===== config.mk =====
export PLATFORM = sky130hd
export DESIGN_NAME = counter_access_ctrl
export DESIGN_NICKNAME = d
export VERILOG_FILES = /design/src/rtl/counter_access_ctrl.sv
export SDC_FILE = /design/constraint.sdc
export NUM_CORES = 1
export LEC_CHECK = 0
export BUFFER_PORTS_ARGS = -buffer_cell sky130_fd_sc_hd__clkbuf_2
export CORE_MARGIN = 2
export CORE_UTILIZATION = 45
export CTS_CLUSTER_DIAMETER = 100
export CTS_CLUSTER_SIZE = 28
export DETAILED_ROUTE_END_ITERATION = 6
export PLACE_DENSITY = 0.73
export SLEW_MARGIN = 20
export SYNTH_ARGS = -nofsm -noshare
export SYNTH_HDL_FRONTEND = slang
export SYNTH_SLANG_ARGS = --single-unit

===== constraint.sdc =====
create_clock -name clk -period 1.8 [get_ports clk]
set_input_delay 0.09 -clock clk [delete_from_list [all_inputs] [get_ports clk]]
set_output_delay 0.09 -clock clk [all_outputs]
set_load 0.02 [all_outputs]

===== src/rtl/counter_access_ctrl.sv =====
// Round-robin arbiter that lends one shared up/down counter to two requesters,
// stepping it one enable pulse at a time toward each requester's target.
module counter_access_ctrl #(
  parameter int WIDTH         = 4,
  parameter int TIMEOUT_STEPS = 16
) (
  input  logic             clk,
  input  logic             reset,
  input  logic [1:0]       req,
  input  logic [WIDTH-1:0] tgt0,
  input  logic [WIDTH-1:0] tgt1,
  output logic [1:0]       gnt,
  output logic [1:0]       ack,
  output logic             err,
  output logic             busy,
  input  logic [WIDTH-1:0] cnt_value,
  output logic             cnt_enable,
  output logic             cnt_up_down
);

  localparam int SW = $clog2(TIMEOUT_STEPS + 1);

  typedef enum logic [1:0] {IDLE, CMP, STEP, DONE} state_t;

  state_t           state_q, state_d;
  logic [1:0]       gnt_q, gnt_d;
  logic [1:0]       ack_q, ack_d;
  logic             err_q, err_d;
  logic             busy_q, busy_d;
  logic             en_q, en_d;
  logic             ud_q, ud_d;
  logic             last_gnt_q, last_gnt_d;
  logic [WIDTH-1:0] tgt_q, tgt_d;
  logic [SW-1:0]    steps_q, steps_d;
  logic             pick;

  // On contention the requester that was not served last wins.
  assign pick = (req == 2'b11) ? ~last_gnt_q : req[1];

  always_comb begin
    state_d    = state_q;
    gnt_d      = gnt_q;
    ack_d      = '0;
    err_d      = err_q;
    busy_d     = busy_q;
    en_d       = en_q;
    ud_d       = ud_q;
    last_gnt_d = last_gnt_q;
    tgt_d      = tgt_q;
    steps_d    = steps_q;
    case (state_q)
      IDLE: begin
        if (req != 2'b00) begin
          gnt_d      = pick ? 2'b10 : 2'b01;
          last_gnt_d = pick;
          tgt_d      = pick ? tgt1 : tgt0;
          steps_d    = '0;
          err_d      = 1'b0;
          busy_d     = 1'b1;
          state_d    = CMP;
        end
      end
      CMP: begin
        if (cnt_value == tgt_q) begin
          ack_d   = gnt_q;
          err_d   = 1'b0;
          state_d = DONE;
        end else if (steps_q == SW'(TIMEOUT_STEPS)) begin
          ack_d   = gnt_q;
          err_d   = 1'b1;
          state_d = DONE;
        end else begin
          ud_d    = (tgt_q > cnt_value);
          en_d    = 1'b1;
          steps_d = steps_q + SW'(1);
          state_d = STEP;
        end
      end
      STEP: begin
        // The counter moves on the edge closing this cycle; CMP then sees it.
        en_d    = 1'b0;
        state_d = CMP;
      end
      DONE: begin
        gnt_d   = '0;
        err_d   = 1'b0;
        busy_d  = 1'b0;
        state_d = IDLE;
      end
      default: state_d = IDLE;
    endcase
  end

  always_ff @(posedge clk or posedge reset) begin
    if (reset) begin
      state_q    <= IDLE;
      gnt_q      <= '0;
      ack_q      <= '0;
      err_q      <= 1'b0;
      busy_q     <= 1'b0;
      en_q       <= 1'b0;
      ud_q       <= 1'b1;
      last_gnt_q <= 1'b1;
      tgt_q      <= '0;
      steps_q    <= '0;
    end else begin
      state_q    <= state_d;
      gnt_q      <= gnt_d;
      ack_q      <= ack_d;
      err_q      <= err_d;
      busy_q     <= busy_d;
      en_q       <= en_d;
      ud_q       <= ud_d;
      last_gnt_q <= last_gnt_d;
      tgt_q      <= tgt_d;
      steps_q    <= steps_d;
    end
  end

  assign gnt         = gnt_q;
  assign ack         = ack_q;
  assign err         = err_q;
  assign busy        = busy_q;
  assign cnt_enable  = en_q;
  assign cnt_up_down = ud_q;

endmodule


# ---- Word level (Yosys, flattened, before mapping)
# Cells that the tools add are included.
# W data, S select, Z words.
dict set report classes {
  mux 25
  n_lt_le_gt_ge 1
  reduce_logical 12
  addsub 1
  bitwise 3
  n_eq_ne 10
}
# op n
set op_table {}
lappend op_table {{$mux W5} 3}
lappend op_table {{$mux W2} 6}
lappend op_table {{$pmux W5 S2} 1}
lappend op_table {{$mux W1} 9}
lappend op_table {{$reduce_and A3 Y1} 3}
lappend op_table {{$pmux W2 S4} 1}
lappend op_table {{$reduce_bool A2 Y1} 4}
lappend op_table {{$eq A2 B2 Y1 const B} 3}
lappend op_table {{$ne A2 B2 Y1 const B} 3}
lappend op_table {{$add A5 B1 Y5 const B} 1}
lappend op_table {{$eq A5 B5 Y1 const B} 1}
lappend op_table {{$eq A4 B4 Y1} 1}
lappend op_table {{$gt A4 B4 Y1} 1}
lappend op_table {{$mux W4} 1}
lappend op_table {{$pmux W1 S2} 2}
lappend op_table {{$pmux W2 S2} 1}
lappend op_table {{$reduce_and A2 Y1} 2}
lappend op_table {{$reduce_and A4 Y1} 1}
lappend op_table {{$ne A3 B3 Y1 const B} 1}
lappend op_table {{$not A1 Y1} 3}
lappend op_table {{$pmux W1 S3} 1}
lappend op_table {{$reduce_bool A3 Y1} 1}
lappend op_table {{$eq A2 B1 Y1 const B} 1}
lappend op_table {{$logic_not A2 Y1} 1}
dict set report word_totals {
  wordCells 62
  in_bits 16
  ff_bits 20
  out_inout_bits 8
}

# ---- Depth between registers and ports, before layout
dict set report depth {
  word_depth 5
  ltp_mapped 6
  mapped_depth_nobuf 6
}

# ---- Worst setup path after synthesis
# OpenSTA, ideal clock, no wires.
dict set report synth_path {
  path_kind {reg2reg}
  from {reg tgt_q[3]}
  to {reg steps_q[0]}
  period_less_slack_ns 1.505
  setup_ns 0.125
  arrival_ns 1.380
  stages_incl_launch_ff 6
  setup_slack_ns 0.295
  required_time_ns 1.675
  n_path_buf 0
  path_cell_list {dfrtp_1 -> ha_1 -> nand4_1 -> nand2_4 -> a22o_4 -> mux2_2}
}
dict set report synth_via {
  elab_chain_len 3
}
# element line_no
set synth_rtl {}
lappend synth_rtl {{start: declaration} 33} ;# logic [WIDTH-1:0] tgt_q, tgt_d;
lappend synth_rtl {{start signal: assignment} 115} ;# tgt_q <= tgt_d;
lappend synth_rtl {{$eq A4 B4 Y1} 64} ;# if (cnt_value == tgt_q) begin
lappend synth_rtl {{$ne A2 B2 Y1 (no line)} n/a}
lappend synth_rtl {{$reduce_and A4 Y1 (no line)} n/a}
lappend synth_rtl {{end signal: assignment} 116} ;# steps_q <= steps_d;
lappend synth_rtl {{end: declaration} 34} ;# logic [SW-1:0] steps_q, steps_d;
# Every way passes these cells.
# A chain may end at the register's enable or synchronous reset.

# ---- Worst setup path after layout
# Same ends and word-level chain as after synthesis.

==> run summary <==
post-synth net total -> 128
sequential share of power -> 0.401
Fmax -> 609.9 MHz
CP Class -> reg2reg
crit path max fanout -> 5
Setup crit end kind -> flip-flop
CTS clk-pin slew, worst paths -> 0.11 ns
RSZ-0062 raised after global routing -> false
total global-route track usage -> 0.1824
PostCTS Resize Cnt -> 0
first-pass GRT wire length -> 3.691 mm
Yosys cell types -> 34
crit-path max cell delay -> 0.40 ns
Crit path required time -> 1.99 ns
Startpoint Class -> flip-flop
# fillers -> 217
Cells after DPL -> 156
die height -> 52.82 um
Clock Root Buffer -> clkbuf_4
WHS -> 0.01198 ns
n_diodes -> 0
vias in the first global route -> 844
vias per inst -> 5.410
CP Cell Sequence -> ha_1, nand4_1, nand2_4, a22o_4, mux2_2
pwr dens -> 1591 nW/um^2
Cell Area, Synth -> 1072 um^2
number of synthesized register bits -> 20
largest family of logic cells by synthesized area -> compound AO/OA/AOI/OAI gates
Site Rows -> 17
Hold WC Path Type -> in2reg
switch share -> 0.4127
DR WL/cell -> 13.39 um
CTS sink cnt -> 20
fin worst setup slack -> 0.1604 ns
clk_skew -> 0.008855 ns
leakage power -> 0.6336 nW
Port Buffers -> 23
Max H-tree Level -> 1
Setup TNS -> 0 ns
Core Area -> 2233 um^2
HPWL Detailed -> 1.647 mm
maximum VDD drop -> 1.070 mV
clock share of power -> 0.127
Place WS -> 0.1838 ns
initial antenna violation count -> 0
Int Pwr -> 1.175 mW
slowest CP cell -> dfrtp_1
drt drc -> 0
largest net degree at the start of global routing -> 21
outcome -> finished clean
Syn Inst Count -> 106
Pwr Total -> 2.001 mW
minimum clock period -> 1.640 ns
area delta synth->final -> 17.27%
Worst Path Arrival -> 1.83 ns
Hold Buf Count CTS -> 1
Setup-failing EPs final -> 0
Initial DRC Count -> 13
routability-driven placement congestion ratio -> 0.7835
maxcap violations -> 0
TritonCTS clock tree -> built
die width -> 52.82 um
Synth Area in XOR/XNOR -> 0.008168
Num CTS Buffers -> 3
initial core utilization -> 0.4801
max_slew headroom -> 0.4924
Gate power share -> 0.472
Worst-Skew Late Latency -> 0.30 ns
crit share post-route -> 0.9109
Pre-Repair DR Iteration Count -> 5
Compound-Gate Fraction of Synth Area -> 0.1879
Yosys warnings -> 0
clock buffer depth -> 2
Routed Antenna Nets -> 0
die area -> 2789 um^2
final hold violation count -> 0
routed wire length -> 2.156 mm
NetSw -> 0.8259 mW
Synth Area in Adders -> 0.07001
Post-CTS Setup Bufs -> 0
Net count, final -> 156
count of boundary I/O pins -> 24
via count -> 871
Slew Viols, Final -> 0
slew at the pin with the worst max-slew slack -> 0.7606 ns
mux cell area share after synthesis -> 0.03851
simple-gate share of the synthesized area -> 0.1739
Mapped Avg Cell Area -> 10.12 um^2
layout cell share with drive strength beyond 1 -> 0.3008
GR Overflow Total -> 0
Finished Layout Cells -> 161
register area share after synthesis -> 0.4691
metrics by stage:
step	area, um^2	util
floorplan	1072	-
global placement	1211	0.5423
detailed placement	1211	0.5423
CTS	1257	0.5630
global route	1257	0.5630
finish	1257	0.5630
sequential cells by signal (all words and copies together), names as in the netlist:
name	count
err	1
ack	2
last_gnt_q	1
cnt_enable	1
state_q	2
steps_q	5
busy	1
gnt	2
cnt_up_down	1
tgt_q	4
power by group through the flow:
stage / Clock [mW] / Sequential (mW) / Combinational (mW)
2_1_floorplan: 0 / 0.826 / 0.697
3_3_place_gp: 0 / 0.799 / 0.913
3_5_place_dp: 0 / 0.807 / 0.946
4_1_cts: 0.268 / 0.799 / 0.953
5_1_grt: 0.282 / 0.822 / 1.06
6_report: 0.255 / 0.801 / 0.944
cells by family (layout without fill, tap and decap cells):
| group | after synthesis | after routing |
|---|---|---|
| DFF | 20 | 20 |
| adders and majority gates | 6 | 6 |
| muxes | 4 | 4 |
| AOI/OAI and AO/OA | 28 | 28 |
| and+or+nand+nor | 36 | 36 |
| xor gates and xnor gates | 1 | 1 |
| buffers and inverters | 11 | 38 |
synthesized netlist by cell type, drive strengths merged:
cell type  instances  area share
a21oi              4       0.019
a22o               4       0.041
a22oi              1      0.0070
a2bb2oi            2       0.016
a31oi              2       0.012
and2b              1      0.0070
and3               2       0.014
and4bb             1       0.012
buf                2       0.021
clkbuf             1      0.0035
dfrtp             18        0.42
dfstp              2       0.049
ha                 6       0.070
inv                8       0.028
mux2               1       0.011
mux2i              3       0.028
nand2             12       0.049
nand3              3       0.014
nand3b             2       0.014
nand4              1      0.0058
nor2              11       0.043
nor2b              1      0.0058
nor3               2      0.0093
o211ai             2       0.014
o21a               2       0.014
o21ai              8       0.041
o22a               1      0.0082
o2bb2ai            2       0.016
xnor2              1      0.0082
routing by layer:
| layer | vias up | GRT usage | part of all wire |
|---|---|---|---|
| li1 | 428 | - | - |
| met1 | 417 | 0.2126 | 0.44 |
| met2 | 22 | 0.3146 | 0.51 |
| met3 | 4 | 0.06571 | 0.042 |
| met4 | 0 | 0.04701 | 0.013 |
| met5 | - | 0 | 0 |
layout make-up:
cell class	count	area, um^2	share of cell area
clock buffer	4	36.28	0.02886
inverter	8	30.03	0.02388
multi-input combinational	75	513.0	0.4080
sequential	20	503.0	0.4000
tap	28	35.03	0.02786
timing repair buffer	26	140.1	0.1114
worst max-delay path, delay by kind of cell, from the launching register on:
kind                       cells  cell delay, ns
AOI/OAI and AO/OA              1            0.25
adders and majority gates      1            0.29
DFF                            1            0.40
and+or+nand+nor                2            0.32
muxes                          1            0.26
placed cells by master (no fill, tap or decap):
cell type	count
nor2b_1	1
and2b_1	1
a22oi_1	1
and4bb_2	1
xnor2_1	1
o21ai_0	6
o21ai_1	1
o21ai_2	1
nand2_1	11
a21oi_1	4
o21a_1	2
o22a_1	1
nor2_1	9
nand4_1	1
inv_1	8
o211ai_1	2
clkbuf_2	23
ha_1	6
dlygate4sd3_1	1
clkbuf_4	3
mux2i_1	3
nand2_4	1
dfstp_2	2
clkbuf_8	1
nand3_1	3
a31oi_1	2
nand3b_1	2
a22o_4	1
a2bb2oi_1	2
and3_2	2
dfrtp_1	18
nor3_1	2
nor2_2	2
buf_4	2
o2bb2ai_1	2
a22o_1	3
mux2_2	1
final timing paths:
path | startpoint | end | slack, ns | cells past startpoint
min in group asynchronous | reset | steps_q[4]$_DFFE_PP0P_ | 0.44 | 3
max in group asynchronous | reset | err$_DFFE_PP0P_ | 0.88 | 3
worst min-delay path | req[0] | last_gnt_q$_DFFE_PP1P_ | 0.01 | 2
worst max-delay path | tgt_q[3]$_DFFE_PP0P_ | steps_q[0]$_DFFE_PP0P_ | 0.16 | 5
worst min register to register | tgt_q[2]$_DFFE_PP0P_ | tgt_q[2]$_DFFE_PP0P_ | 0.50 | 2
worst max register to register | tgt_q[3]$_DFFE_PP0P_ | steps_q[0]$_DFFE_PP0P_ | 0.16 | 5
(Power assumes the default switching activity.)
